[config.mk]
export PLATFORM = sky130hd
export DESIGN_NAME = seg7_scan_mux
export DESIGN_NICKNAME = d
export VERILOG_FILES = /design/src/rtl/seg7_pkg.sv /design/src/rtl/seg7_prescaler.sv /design/src/rtl/seg7_scan_mux.sv
export SDC_FILE = /design/constraint.sdc
export NUM_CORES = 1
export LEC_CHECK = 0
export BUFFER_PORTS_ARGS = -buffer_cell sky130_fd_sc_hd__clkbuf_2
export CAP_MARGIN = 20
export CORE_UTILIZATION = 50
export DETAILED_ROUTE_END_ITERATION = 12
export PLACE_DENSITY = 0.86
export SLEW_MARGIN = 40
export SYNTH_ARGS = -nofsm -noshare
export SYNTH_HDL_FRONTEND = slang
export SYNTH_SLANG_ARGS = --single-unit
[constraint.sdc]
create_clock -name clk -period 2.6 [get_ports clk]
set_input_delay 0.39 -clock clk [delete_from_list [all_inputs] [get_ports clk]]
set_output_delay 0.39 -clock clk [all_outputs]
set_load 0.005 [all_outputs]
[src/rtl/seg7_pkg.sv]
// Shared types and constants for the 4-digit common-anode scan multiplexer.
// Segment vectors are [0:6] = a..g, active-low; anode vectors are active-low.
package seg7_pkg;

  typedef logic [0:6] seg_t;
  typedef logic [1:0] dig_idx_t;

  localparam seg_t        SEG_BLANK = 7'b1111111;
  localparam seg_t        SEG_ZERO  = 7'b0000001;
  localparam logic [3:0]  AN_OFF    = 4'b1111;

  // Active-low one-hot anode select: idx 0 drives an[0] (rightmost digit).
  function automatic logic [3:0] onehot_low(input dig_idx_t idx);
    return ~(4'b0001 << idx);
  endfunction

endpackage

[src/rtl/seg7_prescaler.sv]
// Refresh prescaler: counts 0..DIV-1 while enabled, pulses tick on the last count.
// Holds its count while disabled; synchronous active-high reset.
module seg7_prescaler #(
  parameter int DIV = 50000
) (
  input  logic                   clk,
  input  logic                   rst,
  input  logic                   en,
  output logic [$clog2(DIV)-1:0] cnt,
  output logic                   tick
);

  localparam int               CNT_W = $clog2(DIV);
  localparam logic [CNT_W-1:0] LAST  = CNT_W'(DIV - 1);

  assign tick = en && (cnt == LAST);

  // NOTE: sequential state uses non-blocking assignments so every register
  // samples the pre-edge value of its neighbours, independent of block order.
  always_ff @(posedge clk) begin
    if (rst) begin
      cnt <= '0;
    end else if (tick) begin
      cnt <= '0;
    end else if (en) begin
      cnt <= cnt + 1'b1;
    end
  end

endmodule

[src/rtl/seg7_scan_mux.sv]
// Time-multiplexes four 7-segment patterns onto a shared bus with per-frame
// snapshot and anode guard. Optional macro: LEADING_ZERO_BLANK_EN.
module seg7_scan_mux
  import seg7_pkg::*;
#(
  parameter int REFRESH_DIV = 50000,
  parameter int GUARD       = 4
) (
  input  logic       clk,
  input  logic       rst,
  input  logic       en,
  input  logic [0:6] D1,
  input  logic [0:6] D2,
  input  logic [0:6] D3,
  input  logic [0:6] D4,
  output logic [0:6] seg,
  output logic [3:0] an,
  output logic       frame_start
);

  localparam int               CNT_W   = $clog2(REFRESH_DIV);
  localparam logic [CNT_W-1:0] GUARD_C = CNT_W'(GUARD);

  logic [CNT_W-1:0] cnt;
  logic             tick;
  dig_idx_t         idx;
  seg_t             snap [4];
  logic             load_pending;
  logic             load;
  logic             in_guard;
  logic             slot_blank;
  seg_t             seg_next;
  logic [3:0]       an_next;

  seg7_prescaler #(
    .DIV (REFRESH_DIV)
  ) u_prescaler (
    .clk  (clk),
    .rst  (rst),
    .en   (en),
    .cnt  (cnt),
    .tick (tick)
  );

  // A new frame is latched either on the first enabled cycle after reset
  // or when the last digit slot ends, so a frame never mixes old and new D.
  assign load     = en && (load_pending || (tick && idx == 2'd3));
  assign in_guard = cnt < GUARD_C;

  // NOTE: the snapshot array is reset because it feeds seg directly; an
  // unreset memory would put X on the bus for the first enabled cycles.
  always_ff @(posedge clk) begin
    if (rst) begin
      idx          <= '0;
      load_pending <= 1'b1;
      for (int i = 0; i < 4; i++) snap[i] <= SEG_BLANK;
    end else begin
      if (tick) idx <= idx + 1'b1;
      if (load) begin
        snap[0]      <= D1;
        snap[1]      <= D2;
        snap[2]      <= D3;
        snap[3]      <= D4;
        load_pending <= 1'b0;
      end
    end
  end

`ifdef LEADING_ZERO_BLANK_EN
  logic [3:1] mask;
  logic [3:1] mask_next;
  logic [3:0] mask_full;

  // A digit is suppressed only if it is zero and everything left of it is too.
  always_comb begin
    mask_next[3] = (D4 == SEG_ZERO);
    mask_next[2] = mask_next[3] && (D3 == SEG_ZERO);
    mask_next[1] = mask_next[2] && (D2 == SEG_ZERO);
  end

  always_ff @(posedge clk) begin
    if (rst)       mask <= '0;
    else if (load) mask <= mask_next;
  end

  assign mask_full  = {mask, 1'b0};
  assign slot_blank = mask_full[idx];
`else
  assign slot_blank = 1'b0;
`endif

  // NOTE: every output of this block gets a default first, so no path
  // through the ifs can leave it unassigned and infer a latch.
  always_comb begin
    seg_next = SEG_BLANK;
    an_next  = AN_OFF;
    if (en && !slot_blank) begin
      seg_next = snap[idx];
      if (!in_guard) an_next = onehot_low(idx);
    end
  end

  always_ff @(posedge clk) begin
    if (rst) begin
      seg         <= SEG_BLANK;
      an          <= AN_OFF;
      frame_start <= 1'b0;
    end else begin
      seg         <= seg_next;
      an          <= an_next;
      frame_start <= load;
    end
  end

endmodule
-- Yosys cells after proc, flatten, opt, wreduce, memory -nomap -nowiden
Memories as Yosys holds them, arrays and structs flattened. A register that Yosys moved wholly into a read port is not among the register bits.
Cells that the tools add are included.
Widths: inputs -> output; s select.
- flip-flop bits (word level): 24
- memories kept: 1
- logic and storage cells: 34
- output and inout port bits: 12
- RAM bits: 28
- bits of input ports: 31
- memory list (memory ; depth ; bits a word ; read ports ; clocked after Yosys merged registers in ; wr ports ; RTL line ; RTL):
    snap ; 4 ; 7 ; 1 ; 1 ; 4 ; seg7_scan_mux.sv:27 ; seg_t snap [4];
- add/sub/neg operators: 2
- order comparisons: 1
- bitwise operators: 6
- equal/unequal tests: 2
- reduce and logical (&&, ||, !) cells: 7
- shift operators: 1
- muxes and demuxes: 9
- operators by type and width (cell ; number):
    $mux 7 ; 4
    $add 16x1->16 const B ; 1
    $eq 16x16->1 const B ; 1
    $lt 16x3->1 const B ; 1
    $mux 1 ; 5
    $not 4->4 ; 1
    $or 1x1->1 ; 4
    $reduce_or 2->1 ; 2
    $shl 1x2->4 const A ; 1
    $logic_and 1x1->1 ; 3
    $reduce_or 3->1 ; 1
    $add 2x1->2 const B ; 1
    $eq 2x2->1 const B ; 1
    $logic_or 1x1->1 ; 1
    $not 1->1 ; 1

-- Logic depth before layout (Yosys ltp)
Gate-level depths: netlist (run 1).
- depth after elaboration: 9
- depth in mapped cells: 6
- gate-level depth less buffers: 5

-- Hierarchy
A second synthesis (run 1) with hierarchy kept.
- cell total of the unflattened synthesis: 202
- area total of the unflattened synthesis: 2504.9 µm²
- by module, submodules not included (module ; cells an instance ; area an instance (µm²) ; sequential area each (µm²) ; instances):
    seg7_scan_mux ; 116 ; 1734.2 ; 1141.1 ; 1
    seg7_prescaler ; 86 ; 770.7 ; 320.3 ; 1

-- Worst setup path before layout (run 1)
No wires, ideal clock.
- kind: register to register
- from: register u_prescaler.cnt[4]
- to: memory snap[0][0] in the netlist's numbering (enable)
- cell stages (with the launch flop): 6
- period minus slack after synthesis: 2.589 ns
- setup slack: 0.011 ns
- buffers on the path: 1
- setup time: 0.384 ns
- required time: 2.216 ns
- data arrival time: 2.206 ns
- cell sequence: dfxtp_1 -> or4_4 -> nor4_4 -> a31o_2 -> buf_6 -> a21o_1
- RTL lines (element ; RTL line ; RTL):
    start: declaration ; seg7_prescaler.sv:9 ; output logic [$clog2(DIV)-1:0] cnt,
    start signal: assignment ; seg7_prescaler.sv:26 ; cnt <= cnt + 1'b1;
    end: declaration ; seg7_scan_mux.sv:27 ;

==> results.md, run 1 <==
- Setup WS pre-CTS: between 0.4 and 0.5 ns
- Io pins: 43
- Min-delay src: D3[4]
- Static Leakage: 1.02 nW
- Mean post-synth cell area: 12.3 um^2
- Commonest non-fill, non-tap cell in the layout: clkbuf_2
- Die ar.: ~5400 um^2
- PwrDens: between 600 and 700 nW/um^2
- Relative slew slack: 59.0%
- Crit Path Max Fanout: 28
- Largest net degree at the start of global routing: 30
- Grt total ovfl: 0
- N_diodes: 0
- CP Cell Sequence: or4_4 -> nor4_4 -> a31o_2 -> a21o_1 -> buf_12
- CTS Buf Count: 9
- FFs w/ async S/R, synth: 0%
- Tcrit/Tclk final: between 80% and 90%
- Vias per cell: 5.32
- Site Rows: 25
- Max Cap Viol: 0
- Setup TNS: 0 ns
- Fillers: 392
- Nets: 286
- FF+latch area: roughly 1500 um^2
- Final WL: between 4 and 5 mm
- Flop-to-flop setup slack: about 0.4 ns
- Clock skew: a little over 0.008 ns
- Layout cells sized above 1: about 29%
- Clock Tree Root: clkbuf_8
- RSZ-0062 raised after global routing: no
- Final Setup Violations: 0
- Clock Latency Late Sink: about 0.33 ns
- Fmax: between 0.4 and 0.5 GHz
- Multi-input combinational cell area: approximately 1000 um^2
- Setup crit start kind: flop
- IO Port Bufs: between 40 and 50
- Initial DRT Pass Iterations: 5
- R2r worst-path depth: 5
- Worst EP arrival: 2.23 ns
- WP data required: about 2.6 ns
- Worst min path class: input pin to flop
- Global Route Usage Sum: 19.6%
- Worst setup path class: flop to flop
- Max Buffers Root-to-Sink: 2
- Number of global-route vias before repair: about 1,700
- Final Wtd Congestion: between 0.8 and 0.9
- Seq cells post-synth: 59
- Starting density of the core: a little over half
- Sequential share of the synthesized area: a little under 60%
- Post-route ant nets: 0
- Yosys cell types: 34
- Initial antenna violation count: 0
- Core area: ~4800 um^2
- DIE WIDTH: around 73 um
- First-pass GRT wire length: between 7 and 8 mm
- R2r endpoint: snap[2][6]
- Routed len/inst: approximately 14 um
- Clk sinks: 59
- DRC: 0
- Crit path from: u_prescaler.cnt[4]
- Syn_nets: roughly 240
- Top delay family on crit path: simple AND/OR/NAND/NOR gates
- Die extent in y: about 73 um
- Clock transition at path regs: 0.07 ns
- Hold violation count in the final report: 0
- H-tree level count: 3
- Area grow syn2layout: 18.3%
- CTS tree: yes
- Final Max Slew Viols: 0
- Synth Flop Type: dfxtp_1
- Final HPWL DP: about 3 mm
- Postcts setup bufs: 0
- Cell Area, Synth: around 2500 um^2
- Least-Margin Pin Slew: slightly above 0.6 ns
- Crit end category: flop
- Status: finished, final reports clean
- Post-Route Utilization: about 62%
- Critical path's slowest cell: or4_4
- WP depth: 5
- Via total after detailed routing: approximately 1,700
- Post-CTS Hold Buffers: 0
- Ys Warns: 0
- WP buf/inv: 1
- Peak VDD IR: about 560 uV
- Starting DRC count in detailed routing: roughly 200
- Critical R2R Launch: u_prescaler.cnt[4]
- Cells after Synth: 206
- Worst stage delay on the critical path: around 0.56 ns
- Commonest non-fill, non-tap cells in the layout: clkbuf_2, dfxtp_1, nand3b_1, edfxtp_1, nor2_1
- EDFF count, synth: 28
- End of the critical path: snap[2][6]
- Tmin final: 2.19 ns
- Post-CTS sizing: 0
- Fin worst setup slack: 0.408 ns
kinds of logic (layout without fill, tap and decap cells):
logic type	count (synthesis)	count (layout)	share of synthesized area [%]
AO/OA/AOI/OAI	13	13	3.26
XOR/XNOR	13	13	4.49
adder cells (fa/ha/maj)	5	5	2.47
buffers and inverters	18	67	3.50
flip-flops	59	59	57.6
multiplexers	8	8	6.61
AND/OR/NAND/NOR	90	90	22.1
layer usage:
| metal | up-vias | share of wire (%) | global-route usage [%] |
|---|---|---|---|
| li1 | 849 | - | - |
| met5 | - | 0 | 0 |
| met3 | 14 | 4.6 | 5.11 |
| met1 | 789 | 45 | 24.6 |
| met4 | 0 | 3.4 | 13.1 |
| met2 | 62 | 47 | 29.9 |
synthesized netlist by cell type (4+ instances only):
| master | number | area, um^2 |
|---|---|---|
| a21oi_1 | 4 | 20.0 |
| edfxtp_1 | 28 | 841 |
| xor2_1 | 6 | 52.6 |
| xnor2_1 | 7 | 61.3 |
| dfxtp_1 | 31 | 621 |
| ha_1 | 5 | 62.6 |
| nand3b_1 | 28 | 210 |
| nand2_1 | 7 | 26.3 |
| inv_1 | 4 | 15.0 |
| nand3_1 | 7 | 35.0 |
| nor2_1 | 17 | 63.8 |
| or3_1 | 8 | 50.1 |
| clkbuf_1 | 8 | 30.0 |
| mux4_2 | 7 | 158 |
| nand4_1 | 6 | 37.5 |
registers in the layout, indices dropped and copies added, names as in the netlist:
signal and flops:
snap 28, u_prescaler.cnt 16, seg 7, an 4
idx 2, frame_start 1, load_pending 1
final cells by class:
class | count | share of cell area (%)
Sequential cell | 59 | 48.7
Clock inverter | 6 | 1.84
Inverter | 4 | 0.501
Clock buffer | 10 | 4.59
Timing Repair Buffer | 47 | 8.68
Tap cell | 67 | 2.80
Multi-Input combinational cell | 129 | 32.9
worst register-to-register path, cell delays in order (launching register included):
cell	delay, ns
dfxtp_1	0.36
or4_4	0.56
nor4_4	0.37
a31o_2	0.24
a21o_1	0.16
buf_12	0.19
metrics by stage:
stage	instances	total power, mW	hold WS [ns]	area [um^2]
final	322	1.91	0.310	3000
after global placement	306	1.12	0.447	2810
after CTS	322	1.93	0.300	3000
after floorplan	206	1.09	0.432	2540
after global routing	322	1.98	0.298	3000
after detailed placement	306	1.13	0.456	2810
worst min-delay path by stage:
stage | to | slack (ns) | depth (start not counted)
3_5_place_dp | load_pending | 0.46 | 1
3_3_place_gp | load_pending | 0.45 | 1
2_1_floorplan | load_pending | 0.43 | 1
5_1_grt | snap[3][2] | 0.30 | 2
6_report | snap[2][2] | 0.31 | 2
4_1_cts | snap[3][2] | 0.30 | 2
power breakdown:
| group | total, mW | internal (mW) | switching (mW) |
|---|---|---|---|
| Clock | 0.808 | 0.458 | 0.350 |
| Sequential | 1.00 | 0.997 | 0.00745 |
| Combinational | 0.101 | 0.0488 | 0.0519 |
Power figures use the tool's default switching activity.
==> inputs of run 2 (changes only) <==
PLACE_DENSITY = 0.83   (was 0.86)
clock period = 2.27 ns   (was 2.6 ns; I/O delays follow)
==> results.md, run 2 (synthesis results as in run 1) <==
- Clock skew: around 0.013 ns
- Postcts setup bufs: 0
- Initial antenna violation count: 0
- Post-Layout Cell Count: ~320
- Worst setup path class: flop to flop
- Fmax: 0.469 GHz
- First-pass GRT wire length: around 7.3 mm
- Final HPWL DP: 2.94 mm
- Tmin final: approximately 2.1 ns
- Crit end category: flop
- Worst EP arrival: roughly 2.2 ns
- PwrDens: 697 nW/um^2
- Flop-to-flop setup slack: about 0.14 ns
- Core area: 4820 um^2
- Setup TNS: 0 ns
- Via total after detailed routing: 1,709
- Fillers: 397
- RSZ-0062 raised after global routing: no
- CTS Buf Count: 9
- Area grow syn2layout: 17.8%
- Io pins: 43
- Commonest non-fill, non-tap cell in the layout: clkbuf_2
- Largest net degree at the start of global routing: 30
- Clock transition at path regs: 0.07 ns
- Die ar.: between 5000 and 6000 um^2
- Reg with most FFs: snap
- Site Rows: 25
- Placed cell count: about 310
- Routed len/inst: between 10 and 15 um
- Final Wtd Congestion: 0.885
- Clock Latency Late Sink: approximately 0.34 ns
- Layout cells sized above 1: 30.0%
- Top flop regs: snap (28), u_prescaler.cnt (16), seg (7)
- Initial DRT Pass Iterations: 4
- Post-CTS sizing: 0
- CTS tree: yes
- Setup crit start kind: flop
- Final Max Slew Viols: 0
- Vias per cell: 5.27
- Crit Path Max Fanout: 29
- Max Cap Viol: 0
- IO Port Bufs: 42
- Die extent in y: about 73 um
- Global Route Usage Sum: 19.4%
- Relative slew slack: roughly two thirds
- Nets: between 200 and 300
- DRC: 0
- Peak VDD IR: 436 uV
- N_diodes: 0
- Fin area: ~3000 um^2
- WP data required: ~2.4 ns
- H-tree level count: 3
- Setup WS pre-CTS: ~0.13 ns
- Max FFs per register: 28
- Starting DRC count in detailed routing: ~130
- Least-Margin Pin Slew: between 0.4 and 0.5 ns
- Worst min path class: input pin to flop
- Starting density of the core: a little over half
- DIE WIDTH: approximately 73 um
- Static Leakage: roughly 1.0 nW
- Tcrit/Tclk final: 94.0%
- Grt total ovfl: 0
- Post-Place Cell Area: ~2800 um^2
- Commonest non-fill, non-tap cells in the layout: clkbuf_2, dfxtp_1, nand3b_1, edfxtp_1, nor2_1
- Number of global-route vias before repair: 1,606
- Post-CTS Hold Buffers: 0
- Status: finished, final reports clean
- Final Setup Violations: 0
- Post-route ant nets: 0
- Max Buffers Root-to-Sink: 2
- Fin worst setup slack: roughly 0.14 ns
- Final WL: between 4 and 5 mm
- Clock Tree Root: clkbuf_8
- Clk sinks: 59
- Hold violation count in the final report: 0
- Tot Pwr: ~2.1 mW
## run 2: cell count changes in the layout (fill, tap and decap cells not counted), sizes merged
cell,change
clkbuf,+1
bufinv,-1
buf,+2
clkinvlp,+1
clkinv,-1
## run 2: stage by stage
step | utilization [%] | hold slack, ns
global route | 62.0 | 0.236
CTS | 62.0 | 0.240
finish | 62.0 | 0.254
global placement | 58.5 | 0.450
floorplan | - | 0.432
detailed placement | 58.5 | 0.473
## run 2: area by class of cell
type | instances | area [um^2] | area share (%)
inverter | 4 | 15.0 | 0.503
timing repair buffer | 49 | 263 | 8.79
tap | 67 | 83.8 | 2.81
clock inverter | 5 | 30.0 | 1.01
sequential | 59 | 1460 | 48.9
multi-input combinational | 129 | 993 | 33.2
clock buffer | 11 | 141 | 4.73
## run 2: final timing paths
| check | endpoint | from | cells past startpoint |
|---|---|---|---|
| max reg2reg | snap[1][3] | u_prescaler.cnt[4] | 5 |
| min reg2reg | load_pending | load_pending | 1 |
| min | snap[2][2] | D3[4] | 2 |
| max | snap[1][3] | u_prescaler.cnt[4] | 5 |
## run 2: per-layer routing
layer,track usage (%),wire length [um],vias to the layer above
met3,6.49,240,7
li1,-,-,850
met5,0,0,-
met2,29.5,2150,43
met4,11.8,93,0
met1,23.8,1940,809
## run 2: critical path: stages, from the launching register on
cell and delay (ns):
dfxtp_1 0.36, or4_4 0.56, nor4_4 0.32, a31o_2 0.21, buf_4 0.28, nand3b_1 0.13
## run 2: power by group
group          total [mW]  internal [mW]  switching (mW)  leakage (nW)
clock network       0.823          0.419           0.404        0.0851
logic               0.109         0.0508          0.0582         0.453
registers            1.15           1.14         0.00864         0.473
total                2.08           1.61           0.471          1.01
